$ cat src/rtl/psk_tx_pkg.sv
// Shared state and mode encodings for the PSK I/Q transmit mapper.
// Combinational definitions only; no latency or backpressure.
package psk_tx_pkg;

    typedef enum logic [1:0] {
        ST_IDLE     = 2'd0,
        ST_PREAMBLE = 2'd1,
        ST_DATA     = 2'd2
    } state_t;

    localparam logic MODE_BPSK = 1'b0;
    localparam logic MODE_QPSK = 1'b1;

endpackage

$ cat src/rtl/psk_iq_tx_mapper_if.sv
// Symbol-in / I-Q-sample-out bundle; slave = mapper side, master = environment side.
// No latency; valid/ready on both streams.
interface psk_iq_tx_mapper_if #(parameter int WIDTH = 16);

    logic                    mode;
    logic [1:0]              bits_tdata;
    logic                    bits_tvalid;
    logic                    bits_tready;
    logic signed [WIDTH-1:0] I_out_tdata;
    logic                    I_out_tvalid;
    logic signed [WIDTH-1:0] Q_out_tdata;
    logic                    Q_out_tvalid;
    logic                    out_tready;
    logic                    sym_start;
    logic                    busy;

    modport slave (
        input  mode, bits_tdata, bits_tvalid, out_tready,
        output bits_tready, I_out_tdata, I_out_tvalid, Q_out_tdata, Q_out_tvalid,
               sym_start, busy
    );

    modport master (
        output mode, bits_tdata, bits_tvalid, out_tready,
        input  bits_tready, I_out_tdata, I_out_tvalid, Q_out_tdata, Q_out_tvalid,
               sym_start, busy
    );

endinterface

$ cat src/rtl/psk_symbol_map.sv
// Maps (mode, bits) to a signed I/Q constellation point of level AMP <<< SHIFT.
// Purely combinational; no backpressure.
module psk_symbol_map
    import psk_tx_pkg::*;
#(
    parameter int WIDTH = 16,
    parameter int AMP   = 2047,
    parameter int SHIFT = 2
) (
    input  logic                    mode_i,
    input  logic [1:0]              bits_i,
    output logic signed [WIDTH-1:0] i_o,
    output logic signed [WIDTH-1:0] q_o
);

    localparam logic signed [WIDTH-1:0] POS = WIDTH'(AMP) <<< SHIFT;
    localparam logic signed [WIDTH-1:0] NEG = -POS;

    always_comb begin
        i_o = bits_i[0] ? NEG : POS;
        q_o = '0;
        if (mode_i == MODE_QPSK) begin
            q_o = bits_i[1] ? NEG : POS;
        end
    end

endmodule

$ cat src/rtl/psk_iq_tx_mapper.sv
// BPSK/QPSK symbol to I/Q sample stream, each point held SPS samples; first sample 1 cycle after accept,
// stalls on out_tready. Optional alternating BPSK preamble ahead of each burst with IQ_TX_PREAMBLE_EN.
module psk_iq_tx_mapper
    import psk_tx_pkg::*;
#(
    parameter int WIDTH        = 16,
    parameter int SHIFT        = 2,
    parameter int AMP          = 2047,
    parameter int SPS          = 8,
    parameter int PREAMBLE_LEN = 4
) (
    input logic                clk,
    input logic                rst_n,
    psk_iq_tx_mapper_if.slave  io
);

    localparam int CW  = (SPS > 1) ? $clog2(SPS) : 1;
    localparam int LVL = AMP * (2 ** SHIFT);

    if (LVL > (2 ** (WIDTH - 1)) - 1) begin : g_amp_chk
        $error("AMP <<< SHIFT does not fit in signed WIDTH");
    end
    if (SPS < 2) begin : g_sps_chk
        $error("SPS must be at least 2");
    end

    state_t                  state_q, state_d;
    logic [CW-1:0]           cnt_q, cnt_d;
    logic signed [WIDTH-1:0] i_q, i_d, q_q, q_d;
    logic                    vld_q, vld_d;
    logic                    sos_q, sos_d;

    logic                    rdy;
    logic                    xfer;
    logic                    last_xfer;
    logic                    accept;
    logic                    pre_last;
    logic                    pre_bit;
    logic signed [WIDTH-1:0] map_i, map_q, pre_i, pre_q;

`ifdef IQ_TX_PREAMBLE_EN
    localparam bit PRE_EN   = 1'b1;
    localparam bit IDLE_RDY = 1'b0;
    localparam int PW       = (PREAMBLE_LEN > 1) ? $clog2(PREAMBLE_LEN) : 1;

    logic [PW-1:0] pcnt_q, pcnt_d;

    assign pre_last = (pcnt_q == PW'(PREAMBLE_LEN - 1));
    // Entering from IDLE always starts at +L; later symbols alternate on the next index parity.
    assign pre_bit  = (state_q == ST_IDLE) ? 1'b0 : ~pcnt_q[0];

    always_comb begin
        pcnt_d = pcnt_q;
        if (state_q == ST_IDLE) begin
            pcnt_d = '0;
        end else if (state_q == ST_PREAMBLE && last_xfer && !pre_last) begin
            pcnt_d = pcnt_q + PW'(1);
        end
    end

    always_ff @(posedge clk or negedge rst_n) begin
        if (!rst_n) pcnt_q <= '0;
        else        pcnt_q <= pcnt_d;
    end
`else
    localparam bit PRE_EN   = 1'b0;
    localparam bit IDLE_RDY = 1'b1;

    assign pre_last = 1'b0;
    assign pre_bit  = 1'b0;
`endif

    psk_symbol_map #(.WIDTH(WIDTH), .AMP(AMP), .SHIFT(SHIFT)) u_map (
        .mode_i (io.mode),
        .bits_i (io.bits_tdata),
        .i_o    (map_i),
        .q_o    (map_q)
    );

    psk_symbol_map #(.WIDTH(WIDTH), .AMP(AMP), .SHIFT(SHIFT)) u_pre (
        .mode_i (MODE_BPSK),
        .bits_i ({1'b0, pre_bit}),
        .i_o    (pre_i),
        .q_o    (pre_q)
    );

    assign xfer      = vld_q && io.out_tready;
    assign last_xfer = xfer && (cnt_q == CW'(SPS - 1));
    assign accept    = io.bits_tvalid && rdy;

    always_comb begin
        rdy = 1'b0;
        case (state_q)
            ST_IDLE:     rdy = IDLE_RDY;
            ST_DATA:     rdy = last_xfer;
            ST_PREAMBLE: rdy = last_xfer && pre_last;
            default:     rdy = 1'b0;
        endcase
    end

    always_comb begin
        state_d = state_q;
        cnt_d   = cnt_q;
        i_d     = i_q;
        q_d     = q_q;
        vld_d   = vld_q;
        sos_d   = sos_q;
        if (accept) begin
            state_d = ST_DATA;
            cnt_d   = '0;
            i_d     = map_i;
            q_d     = map_q;
            vld_d   = 1'b1;
            sos_d   = 1'b1;
        end else if (state_q == ST_IDLE) begin
            if (PRE_EN && io.bits_tvalid) begin
                state_d = ST_PREAMBLE;
                cnt_d   = '0;
                i_d     = pre_i;
                q_d     = pre_q;
                vld_d   = 1'b1;
                sos_d   = 1'b1;
            end
        end else if (last_xfer) begin
            if (state_q == ST_PREAMBLE && !pre_last) begin
                cnt_d = '0;
                i_d   = pre_i;
                q_d   = pre_q;
                sos_d = 1'b1;
            end else begin
                state_d = ST_IDLE;
                cnt_d   = '0;
                i_d     = '0;
                q_d     = '0;
                vld_d   = 1'b0;
                sos_d   = 1'b0;
            end
        end else if (xfer) begin
            cnt_d = cnt_q + CW'(1);
            sos_d = 1'b0;
        end
    end

    always_ff @(posedge clk or negedge rst_n) begin
        if (!rst_n) begin
            state_q <= ST_IDLE;
            cnt_q   <= '0;
            i_q     <= '0;
            q_q     <= '0;
            vld_q   <= 1'b0;
            sos_q   <= 1'b0;
        end else begin
            state_q <= state_d;
            cnt_q   <= cnt_d;
            i_q     <= i_d;
            q_q     <= q_d;
            vld_q   <= vld_d;
            sos_q   <= sos_d;
        end
    end

    assign io.bits_tready  = rdy;
    assign io.I_out_tdata  = i_q;
    assign io.Q_out_tdata  = q_q;
    assign io.I_out_tvalid = vld_q;
    assign io.Q_out_tvalid = vld_q;
    assign io.sym_start    = sos_q;
    assign io.busy         = (state_q != ST_IDLE);

endmodule

$ cat src/flat_wrapper.sv
// flat-port wrapper written by rule: the top's interface ports become plain ports
module psk_iq_tx_mapper_flat import psk_tx_pkg::*;
#(
    parameter int WIDTH        = 16,
    parameter int SHIFT        = 2,
    parameter int AMP          = 2047,
    parameter int SPS          = 8,
    parameter int PREAMBLE_LEN = 4
)
  (clk, rst_n, io_mode, io_bits_tdata, io_bits_tvalid, io_out_tready, io_bits_tready, io_I_out_tdata, io_I_out_tvalid, io_Q_out_tdata, io_Q_out_tvalid, io_sym_start, io_busy);
  psk_iq_tx_mapper_if #(.WIDTH(WIDTH)) io_i ();
  input logic clk;
  input logic rst_n;
  input wire logic [$bits(io_i.mode)-1:0] io_mode;
  input wire logic [$bits(io_i.bits_tdata)-1:0] io_bits_tdata;
  input wire logic [$bits(io_i.bits_tvalid)-1:0] io_bits_tvalid;
  input wire logic [$bits(io_i.out_tready)-1:0] io_out_tready;
  output wire logic [$bits(io_i.bits_tready)-1:0] io_bits_tready;
  output wire logic [$bits(io_i.I_out_tdata)-1:0] io_I_out_tdata;
  output wire logic [$bits(io_i.I_out_tvalid)-1:0] io_I_out_tvalid;
  output wire logic [$bits(io_i.Q_out_tdata)-1:0] io_Q_out_tdata;
  output wire logic [$bits(io_i.Q_out_tvalid)-1:0] io_Q_out_tvalid;
  output wire logic [$bits(io_i.sym_start)-1:0] io_sym_start;
  output wire logic [$bits(io_i.busy)-1:0] io_busy;
  assign io_i.mode = io_mode;
  assign io_i.bits_tdata = io_bits_tdata;
  assign io_i.bits_tvalid = io_bits_tvalid;
  assign io_i.out_tready = io_out_tready;
  assign io_bits_tready = io_i.bits_tready;
  assign io_I_out_tdata = io_i.I_out_tdata;
  assign io_I_out_tvalid = io_i.I_out_tvalid;
  assign io_Q_out_tdata = io_i.Q_out_tdata;
  assign io_Q_out_tvalid = io_i.Q_out_tvalid;
  assign io_sym_start = io_i.sym_start;
  assign io_busy = io_i.busy;
  psk_iq_tx_mapper #(.WIDTH(WIDTH), .SHIFT(SHIFT), .AMP(AMP), .SPS(SPS), .PREAMBLE_LEN(PREAMBLE_LEN)) u_core (.clk(clk), .rst_n(rst_n), .io(io_i));
endmodule
$ cat config.mk
export PLATFORM = sky130hd
export DESIGN_NAME = psk_iq_tx_mapper_flat
export DESIGN_NICKNAME = d
export VERILOG_FILES = /design/src/rtl/psk_tx_pkg.sv /design/src/rtl/psk_iq_tx_mapper_if.sv /design/src/rtl/psk_symbol_map.sv /design/src/rtl/psk_iq_tx_mapper.sv /design/src/flat_wrapper.sv
export SDC_FILE = /design/constraint.sdc
export NUM_CORES = 1
export LEC_CHECK = 0
export CAP_MARGIN = 40
export CORE_UTILIZATION = 38
export CTS_CLUSTER_SIZE = 14
export DETAILED_ROUTE_END_ITERATION = 8
export PLACE_DENSITY = 0.84
export SYNTH_ARGS = -nofsm -noshare
export SYNTH_HDL_FRONTEND = slang
export SYNTH_SLANG_ARGS = --single-unit
export TNS_END_PERCENT = 100
$ cat constraint.sdc
create_clock -name clk -period 2.35 [get_ports clk]
set_input_delay 0.3525 -clock clk [delete_from_list [all_inputs] [get_ports clk]]
set_output_delay 0.3525 -clock clk [all_outputs]
set_load 0.01 [all_outputs]
==> metrics.txt <==
failing checks design-rule violations; CP max stage delay 0.47 ns; sequential area share after synthesis 37.2%; RSZ-0062 raised after global routing no; clock buffers created by TritonCTS 3; Max clock buf depth 2; GRT overflow 0; largest family of logic cells by synthesized area buffers and inverters; FP Rows 14; # Post-CTS Setup Buffers 0; final setup violation count 0; startpoint types register; average wire per standard cell 12.2 µm; clk sinks 10; Vias 475; Worst Path Arrival 1.85 ns; crit-path most repeated cell ha_1; Place WS 0.389 ns; diode count 0; leakage 0.391 nW; critical path, cell by cell ha_1, ha_1, a21bo_4, clkdlybuf4s50_1; worst vdd ir 0.381 mV; # IOs between 40 and 50; Compound-Gate Fraction of Synth Area approximately 15%; status finished, violations left; Die Y 44.1 µm; Adder-Cell Fraction of Synth Area 3.72%; final net count 94; post-synthesis register bit count 10; die width 44.1 µm; Avg Inst Size Synth 10.0 µm²; Worst Setup Slack, final 0.152 ns; Synth Instances 67; Worst-Skew Late Latency 0.26 ns; minimum clock period ~2.2 ns; TritonCTS clock tree built; Initial Utilization 42.6%; Register Area roughly 250 µm²; vias in the first global route about 430; final setup TNS 0 ns; Multi-input gate area 211 µm²; root buf cell clkbuf_4; fin area 912 µm²; max-capacitance violation count 0; routability cong. 0.778; period utilization 93.5%; placed standard-cell area 876 µm²; Worst Hold Class in2async; # hold bufs at CTS 0; Crit Path Category reg2out; CP Capture Type output port; post-synthesis mux area share 0%; Slew Viols, Final 0; Post-CTS Resized 0; Post-Route WL 1220 µm; Crit-path slowest cell clkdlybuf4s50_1; via/cell ratio 4.75; Pwr Density 1250 mW/mm²; # DRC 5; core area 0.00158 mm²; die area ~0.0019 mm²; Final Hold Vio Count 0; Critical Path RT 2.00 ns; WHS 0.399 ns; P&R area growth vs syn 35.8%; Mapped Area 672 µm²; layout cells sized above 1 8.33%; Synth Area in Simple Gates between 10 and 15%; hpwl dp about 960 µm; Initial DRC Count 10; Synth Area in XOR/XNOR 0%; Antenna Nets Post-Route 0; initial antenna violation count 0; Clock Skews 0.000295 ns; Pre-Repair DR Iteration Count 6; first-pass GRT wire length 1860 µm; worst-path fanout max 5; Clock transition at path regs 0.06 ns; # H-tree levels 1; IO buf count 39; Yosys cell types 19; Max Fclk 455 MHz; largest net degree at the start of global routing 12; GRT Overall Usage 13.8%; synth warn 0; filler cell count 135
==> per-layer routing <==
metal	routed length (µm)	vias to the layer above	global-route usage, %
met5	0	-	0
met4	28	0	10.3
met3	112	4	4.08
met2	622	31	24.4
met1	458	214	13.2
li1	-	226	-
==> final cells by class <==
| class | instances | share of cell area (%) |
|---|---|---|
| clock buffers | 4 | 3.98 |
| inverters | 1 | 0.412 |
| multi-input cells | 30 | 23.2 |
| flip-flops and latches | 10 | 27.4 |
| well taps | 16 | 2.19 |
| repair buffers | 39 | 42.8 |
==> registers in the layout, summed over array words and instances (netlist names) <==
name and flops:
u_core.cnt_q 3, u_core.io.I_out_tdata 3, u_core.io.sym_start 1, u_core.io.Q_out_tdata 3
==> per-stage QoR <==
step / utilization (%) / cells / power [mW]
floorplan: - / 70 / 0.771
global placement: 55.6 / 96 / 0.984
detailed placement: 55.6 / 96 / 1.00
CTS: 57.9 / 100 / 1.16
global route: 57.9 / 100 / 1.22
finish: 57.9 / 100 / 1.14
==> critical path: cells and delay by family (launching register included) <==
family,cells,cell delay [ns]
AO/OA/AOI/OAI,1,0.26
buffers and inverters,1,0.47
adder cells (fa/ha/maj),2,0.46
flip-flops,1,0.39
==> placed cells by master (no fill, tap or decap) <==
cell	synthesis	final
clkdlybuf4s50_1	0	39
dfrtp_1	10	10
nand2_1	4	4
o21ai_0	4	4
conb_1	1	4
o2bb2ai_1	3	3
clkbuf_4	0	3
nor2b_1	2	2
nand2b_1	2	2
ha_1	2	2
a21bo_4	1	1
a31oi_2	1	1
nand3_2	1	1
a21bo_1	1	1
inv_1	1	1
nor2_1	1	1
nand3b_1	1	1
o31ai_1	1	1
a32o_1	1	1
or2b_1	1	1
clkbuf_8	0	1
==> power by group <==
part	leakage [nW]	switching, mW	internal [mW]
sequential	0.125	0.0761	0.236
clock	0.0210	0.0575	0.0940
combinational	0.245	0.252	0.429
total	0.391	0.385	0.759
==> cell usage after synthesis, drive strengths merged <==
master / n / area share, %
a21bo: 2 / 3.9
a31oi: 1 / 1.9
a32o: 1 / 1.5
buf: 29 / 32
conb: 1 / 0.56
dfrtp: 10 / 37
ha: 2 / 3.7
inv: 1 / 0.56
nand2: 4 / 2.2
nand2b: 2 / 1.9
nand3: 1 / 1.5
nand3b: 1 / 1.1
nor2: 1 / 0.56
nor2b: 2 / 1.9
o21ai: 4 / 3.0
o2bb2ai: 3 / 3.9
o31ai: 1 / 1.1
or2b: 1 / 1.1
==> kinds of logic (layout without fill, tap and decap cells) <==
| logic type | Yosys count | after routing |
|---|---|---|
| compound gates | 12 | 12 |
| fa+ha+maj | 2 | 2 |
| buf+inv | 30 | 44 |
| flops | 10 | 10 |
| other cells | 1 | 4 |
| simple gates | 12 | 12 |
==> final timing paths <==
kind	from	to	slack [ns]	cells after the start
max	u_core.cnt_q[0]$_DFFE_PN0P_	io_bits_tready	0.15	4
min	rst_n	u_core.cnt_q[0]$_DFFE_PN0P_	0.40	1
max reg2reg	u_core.cnt_q[0]$_DFFE_PN0P_	u_core.io.Q_out_tdata[2]$_DFFE_PN0P_	0.83	5
min reg2reg	u_core.io.sym_start$_DFFE_PN0P_	u_core.io.sym_start$_DFFE_PN0P_	0.48	2
max in group asynchronous	rst_n	u_core.io.I_out_tdata[14]$_DFFE_PN0P_	1.65	1
min in group clk	u_core.io.sym_start$_DFFE_PN0P_	u_core.io.sym_start$_DFFE_PN0P_	0.48	2
Note: power is estimated with default switching activity, not from simulation.
